## src/rtl/multicycle_control_unit.sv

```systemverilog
// Multi-cycle control FSM for the RV core: sequences FETCH/DECODE/EXEC/MEM/WB
// over ready-handshaked memories, with memory-wait timeout and a sticky trap.
module multicycle_control_unit #(
  parameter int TIMEOUT_CYCLES = 16,
  parameter int ENABLE_JAL     = 1
) (
  input  logic       clk,
  input  logic       rst_n,
  input  logic [6:0] opcode,
  input  logic       imem_ready,
  input  logic       dmem_ready,
  output logic       imem_req,
  output logic       ir_write,
  output logic       pc_write,
  output logic       dmem_req,
  output logic       mem_read,
  output logic       mem_write,
  output logic [1:0] alu_op,
  output logic       alu_src,
  output logic       branch,
  output logic       jump,
  output logic [1:0] mem_to_reg,
  output logic       reg_write,
  output logic       trap,
  output logic [1:0] trap_cause,
  output logic [2:0] state_o
);

  typedef enum logic [2:0] {
    S_IDLE   = 3'd0,
    S_FETCH  = 3'd1,
    S_DECODE = 3'd2,
    S_EXEC   = 3'd3,
    S_MEM    = 3'd4,
    S_WB     = 3'd5,
    S_TRAP   = 3'd7
  } state_t;

  localparam logic [6:0] OP_R      = 7'b0110011;
  localparam logic [6:0] OP_I      = 7'b0010011;
  localparam logic [6:0] OP_LOAD   = 7'b0000011;
  localparam logic [6:0] OP_STORE  = 7'b0100011;
  localparam logic [6:0] OP_BRANCH = 7'b1100011;
  localparam logic [6:0] OP_JAL    = 7'b1101111;
  localparam logic [7:0] WAIT_LAST = 8'(TIMEOUT_CYCLES - 1);

  state_t     state, state_next;
  logic [6:0] opcode_q;
  logic [7:0] wait_cnt;
  logic [1:0] cause_next;
  logic       opcode_legal;

  always_comb begin
    case (opcode)
      OP_R, OP_I, OP_LOAD, OP_STORE, OP_BRANCH: opcode_legal = 1'b1;
      OP_JAL:                                   opcode_legal = (ENABLE_JAL != 0);
      default:                                  opcode_legal = 1'b0;
    endcase
  end

  always_ff @(posedge clk or negedge rst_n) begin
    if (!rst_n) begin
      state      <= S_IDLE;
      opcode_q   <= 7'd0;
      wait_cnt   <= 8'd0;
      trap_cause <= 2'b00;
    end else begin
      state      <= state_next;
      trap_cause <= cause_next;
      if (state == S_DECODE) opcode_q <= opcode;
      // Any state change restarts the wait window for the state being entered.
      if (state_next != state)
        wait_cnt <= 8'd0;
      else if ((state == S_FETCH && !imem_ready) || (state == S_MEM && !dmem_ready))
        wait_cnt <= wait_cnt + 8'd1;
    end
  end

  always_comb begin
    state_next = state;
    cause_next = trap_cause;
    imem_req   = 1'b0;
    ir_write   = 1'b0;
    pc_write   = 1'b0;
    dmem_req   = 1'b0;
    mem_read   = 1'b0;
    mem_write  = 1'b0;
    alu_op     = 2'b00;
    alu_src    = 1'b0;
    branch     = 1'b0;
    jump       = 1'b0;
    mem_to_reg = 2'b00;
    reg_write  = 1'b0;
    trap       = 1'b0;
    case (state)
      S_IDLE: state_next = S_FETCH;
      S_FETCH: begin
        imem_req = 1'b1;
        if (imem_ready) begin
          ir_write   = 1'b1;
          pc_write   = 1'b1;
          state_next = S_DECODE;
        end else if (wait_cnt == WAIT_LAST) begin
          state_next = S_TRAP;
          cause_next = 2'b10;
        end
      end
      S_DECODE: begin
        if (opcode_legal) begin
          state_next = S_EXEC;
        end else begin
          state_next = S_TRAP;
          cause_next = 2'b01;
        end
      end
      S_EXEC: begin
        case (opcode_q)
          OP_R: begin
            alu_op     = 2'b10;
            state_next = S_WB;
          end
          OP_I: begin
            alu_op     = 2'b10;
            alu_src    = 1'b1;
            state_next = S_WB;
          end
          OP_LOAD, OP_STORE: begin
            alu_src    = 1'b1;
            state_next = S_MEM;
          end
          OP_BRANCH: begin
            alu_op     = 2'b01;
            branch     = 1'b1;
            state_next = S_FETCH;
          end
          OP_JAL: begin
            jump       = 1'b1;
            state_next = S_WB;
          end
          default: begin
            state_next = S_TRAP;
            cause_next = 2'b01;
          end
        endcase
      end
      S_MEM: begin
        // Strobes are pure functions of state and opcode_q, so they stay stable while waiting.
        dmem_req  = 1'b1;
        mem_read  = (opcode_q == OP_LOAD);
        mem_write = (opcode_q == OP_STORE);
        if (dmem_ready) begin
          state_next = (opcode_q == OP_LOAD) ? S_WB : S_FETCH;
        end else if (wait_cnt == WAIT_LAST) begin
          state_next = S_TRAP;
          cause_next = 2'b11;
        end
      end
      S_WB: begin
        reg_write  = 1'b1;
        mem_to_reg = (opcode_q == OP_LOAD) ? 2'b01 :
                     (opcode_q == OP_JAL)  ? 2'b10 : 2'b00;
        state_next = S_FETCH;
      end
      S_TRAP: trap = 1'b1;
      default: state_next = S_IDLE;
    endcase
  end

  assign state_o = state;

endmodule

```

## config.mk

```make
export PLATFORM = sky130hd
export DESIGN_NAME = multicycle_control_unit
export DESIGN_NICKNAME = d
export VERILOG_FILES = /design/src/rtl/multicycle_control_unit.sv
export SDC_FILE = /design/constraint.sdc
export NUM_CORES = 1
export LEC_CHECK = 0
export BUFFER_PORTS_ARGS = -buffer_cell sky130_fd_sc_hd__buf_2
export CAP_MARGIN = 30
export CORE_UTILIZATION = 46
export CTS_BUF_LIST = sky130_fd_sc_hd__clkbuf_8
export DETAILED_ROUTE_END_ITERATION = 8
export GPL_TIMING_DRIVEN = 0
export PLACE_DENSITY_LB_ADDON = 0.3
export SLEW_MARGIN = 0
export SYNTH_ARGS = -nofsm -noshare
export SYNTH_HDL_FRONTEND = slang
export SYNTH_SLANG_ARGS = --single-unit
```

## constraint.sdc

```tcl
create_clock -name clk -period 3.85 [get_ports clk]
set_clock_uncertainty 0.15 [all_clocks]
set_input_delay 0.1925 -clock clk [delete_from_list [all_inputs] [get_ports clk]]
set_output_delay 0.1925 -clock clk [all_outputs]
set_load 0.005 [all_outputs]
```

# == After elaboration in Yosys (flattened, before gate mapping) ==
# Index checks and enable logic that the tools add are counted.
# word_totals
word_cells,83
register_bits,20
out_inout_bits,20
inputBits,11
# op_classes
n_mux,36
reduce_logical,16
n_eq_ne,26
addsub,1
# ops
op,count
== test 7 x 6 -> 1 bit (second input constant),4
== test 7 bit (second input constant),4
two-way mux 2 bit,10
case mux 3 bit (6 select lines),1
two-way mux 8 bit,2
two-way mux 1 bit,15
two-way mux 3 bit,5
== test 7 x 2 -> 1 bit (second input constant),2
== test 7 x 5 -> 1 bit (second input constant),2
OR reduction 6 bit,2
== test 3 bit (second input constant),3
case mux 3 bit (3 select lines),1
adder 8 x 1 -> 8 bit (second input constant),1
== test 8 x 4 -> 1 bit (second input constant),1
!= test 2 bit (second input constant),4
case mux 2 bit (4 select lines),1
AND reduction 7 bit,1
== test 3 x 2 -> 1 bit (second input constant),2
OR reduction 2 bit,3
OR reduction 3 bit,2
!= test 2 x 1 -> 1 bit (second input constant),2
case mux 2 bit (2 select lines),1
nonzero test 4 bit,1
== test 3 x 1 -> 1 bit (second input constant),1
other kinds (6),8

# == Logic depth before layout (Yosys ltp) ==
# depth
word_depth,7
depth_mapped,8
ltp_nobuf,6

# == Worst setup path after synthesis ==
# Ideal clock, no wire load.
# synth_timing
kind,reg-to-reg
from,register state[2] (netlist: state_o[2])
to,register wait_cnt[0]
synth_period_minus_slack_ns,2.100
arrival_time_ns,1.820
setup_ns,0.131
slack_ns,1.750
n_path_buf,0
path_stages_with_launch,7
required_ns,3.569
cell_sequence,dfrtp_1 > or3b_1 > a21oi_4 > a21boi_1 > or4_4 > xor2_4 > nor3_2
# synth_via
elab_chain_cells,5
word_cells_on_any_way,18
classes_between,eq/ne (7); mux (5); reduce/logical (6)
# synth_rtl
element,line,source
from (decl),47,"state_t state, state_next;"
from (signal assigned),68,state <= state_next;
"== test 3 bit, or another cell as far along",95,case (state)
"OR reduction 2 bit (no source line), or another cell as far along",-,
case mux 3 bit (6 select lines) *,95,
net state_next[2],47,
!= test 3 bit *,72,if (state_next != state)
two-way mux 8 bit / nonzero test 2 bit (equally long branches),-,
to (signal assigned),75,wait_cnt <= wait_cnt + 8'd1;
to (decl),49,logic [7:0] wait_cnt;
# Mark *: on every way through the listed nets, which the timed path passes. The rest lies on a longest branch.
# A chain may end at the register's enable or synchronous reset.

# == Worst setup path in the final report ==
# layout_timing
from,input port opcode[4]
to,register wait_cnt[6]
# layout_via
elab_chain_cells,7
word_cells_on_any_way,13
classes_between,eq/ne (7); mux (4); reduce/logical (2)
# layout_rtl
element,line,source
from (decl),9,"input logic [6:0] opcode,"
"== test 7 bit, or another cell as far along",54,case (opcode)
OR reduction 6 bit (no source line) *,-,
two-way mux 1 bit *,54,
two-way mux 3 bit *,109,if (opcode_legal) begin
case mux 3 bit (6 select lines) *,95,
net state_next[2],47,
!= test 3 bit *,72,
two-way mux 8 bit / nonzero test 2 bit (equally long branches),-,
# Marks and branches as above.

==> results.tsv <==
metric	value	unit
worst-skew pair later-pin latency	0.26	ns
Top Metal Used	met4	
Synth area leaders	dfrtp_1 36%, nor3_2 5.8%, mux2_2 4.9%	
number of synthesized flops with an enable pin	0	
hold-critical path depth	2	
CORE AREA	2810	µm²
FILL cells	264	
syn nets	153	
starting density of the core	0.491	
mean post-synth cell area	9.76	µm²
worst reg-to-reg path cell count	5	
CTS max path bufs	2	
final design utilization	0.585	
GPL Wtd Cong	0.847	
DRT met1 WL	1.41	mm
worst relative slew slack	0.530	
CP Class	input port to flop	
type of the worst min-delay path	input port to flop	
Crit Path Max Fanout	8	
Ys Warns	0	
Initial DRT Pass Iterations	6	
Post-Layout Inst Area	1640	µm²
CP max-delay cell	dlygate4sd3_1	
vias in the first global route	1110	
Die Span Y	56.7	µm
failing checks	DRC	
cts repair resizes	0	
RSZ-0062 raised after global routing	false	
crit-path max cell delay	0.53	ns
global route total overflow	0	
Crit path required time	3.84	ns
clock root buffer	clkbuf_8	
worst-margin pin slew	0.703	ns
clk sink count	20	
first-pass GRT wire length	5.14	mm
Startpoint Class	input port	
Main synth FF type	dfrtp_1	
Post-synth ARST share	1.00	
register area share after synthesis	0.364	
status	complete, but fails checks	
Setup TNS Final	0	ns
Setup WS post-layout	1.40	ns
PwrDens	237	nW/µm²
WHS	0.0271	ns
Max Cap Viol	0	
residual DRC count	6	
area grow syn2layout	19.2	%
critical-path cell list	dlygate4sd3_1, buf_2, nand2b_1, a221oi_1, nor3_1, or4_4, xor2_4, nor3_2	
routed wl met3	100	µm
Yosys cell types	49	
wire per inst	14.2	µm
CP Capture Type	flop	
cell with the most instances after synthesis	dfrtp_1	
Die W	56.7	µm
post-CTS setup buffer count	0	
Rows	19	
cell area after synthesis	1380	µm²
Pleak	0.000781	µW
Area after DPL	1570	µm²
count of pins over their slew limit	0	
final setup fails	0	
Yosys reg bits	20	
Detailed Place HPWL	2.20	mm
WP data arrival	2.44	ns
crit share post-route	0.636	
Nets	190	
initial antenna violation count	0	
Routed Antenna Nets	0	
fin crit period	2.45	ns
Die ar.	3210	µm²
Final Hold Viols	0	
Via density	5.63	
num ports	31	
Peak VDD IR	0.000209	V
Max Fclk	408	MHz
Total Routing Usage GR	0.207	
cts bufs inserted	3	
dpl ws	1.53	ns
WL met2	1.44	mm
Syn Inst Count	141	
share of cells above drive strength 1	0.350	
Synth area leader	dfrtp_1	
initial drt markers	45	
Total Wirelength	2.96	mm
largest net degree at the start of global routing	21	
vias	1172	
CTS tree	built	
# H-tree levels	1	
IO Port Bufs	30	
post-synth top area share	0.364	
most frequent cells after synthesis	20 x dfrtp_1, 12 x nor2_1, 8 x nand2_1, 8 x nor3_2, 7 x nor3_1	
ANT cells	0	
CTS clk-pin slew, worst paths	0.08	ns
[worst paths after layout]
kind	from	end	slack [ns]
setup reg to reg	state_o[1]	trap_cause[1]	1.52
setup / recovery	opcode[4]	wait_cnt[6]	1.40
min in group asynchronous	rst_n	wait_cnt[5]	0.26
max in group asynchronous	rst_n	trap_cause[1]	2.98
hold / removal	opcode[1]	opcode_q[1]	0.03
hold reg to reg	opcode_q[0]	opcode_q[0]	0.36
[layer usage]
metal / vias to the layer above / GRT usage
met2: 27 / 0.338
met1: 566 / 0.275
li1: 577 / -
met5: - / 0
met4: 0 / 0.0893
met3: 2 / 0.0253
[kinds of logic after synthesis]
kind of cell,after synthesis,synth area share
AND/OR/NAND/NOR,70,0.325
multiplexers,9,0.0727
buffers and inverters,11,0.0436
flip-flops,20,0.364
AO/OA/AOI/OAI,22,0.122
adder cells (fa/ha/maj),1,0.00909
XOR/XNOR,8,0.0645
[state kept, by name (all words and copies together) (netlist names)]
register    flops
trap_cause      2
wait_cnt        8
opcode_q        7
state_o         3
[stage by stage]
step / std cells / power (µW)
2_1_floorplan: 141 / 217
3_3_place_gp: 202 / 228
3_5_place_dp: 202 / 229
4_1_cts: 208 / 395
5_1_grt: 208 / 403
6_report: 208 / 389
[report_power, final]
group / total, µW / internal [µW] / switching (µW)
logic: 15.6 / 6.40 / 9.16
clock network: 163 / 91.0 / 72.0
registers: 210 / 210 / 0.156
total: 389 / 308 / 81.3
[layout make-up]
type                    instances  area [µm²]  share of cell area
flip-flops and latches         20         500               0.305
well taps                      31        38.8              0.0236
repair buffers                 32         170               0.104
plain buffers                   7        45.0              0.0275
inverters                       4        15.0             0.00915
multi-input cells             110         816               0.497
clock buffers                   4        55.1              0.0336
[placed cells by master, fill, tap and decap left out, types with 2 or more instances in the layout]
| cell type | instances |
|---|---|
| buf_2 | 33 |
| dfrtp_1 | 20 |
| nor2_1 | 12 |
| nand2_1 | 8 |
| nor3_2 | 8 |
| nor3_1 | 7 |
| a21oi_1 | 6 |
| mux2_2 | 6 |
| nand3_1 | 5 |
| xor2_1 | 5 |
| or3b_1 | 4 |
| inv_1 | 4 |
| nand2b_1 | 4 |
| o21ai_0 | 4 |
| clkbuf_8 | 4 |
| and3_1 | 3 |
| or2_1 | 3 |
| or4_1 | 2 |
| nand3b_1 | 2 |
| nor4_1 | 2 |
| mux2_1 | 2 |
| xnor2_1 | 2 |
| buf_4 | 2 |
| dlygate4sd3_1 | 2 |
[worst max-delay path, delay by kind of cell]
kind | cells | cell delay (ns)
xor+xnor | 1 | 0.35
simple gates | 4 | 0.85
compound gates | 1 | 0.39
buf+inv | 2 | 0.65
[timing repair]
action,in CTS,in global routing
endpoints found under the setup margin,0,0
hold endpoints to repair,21,0
hold buffers,2,0
No activity file was read; power rests on OpenSTA's default activity.
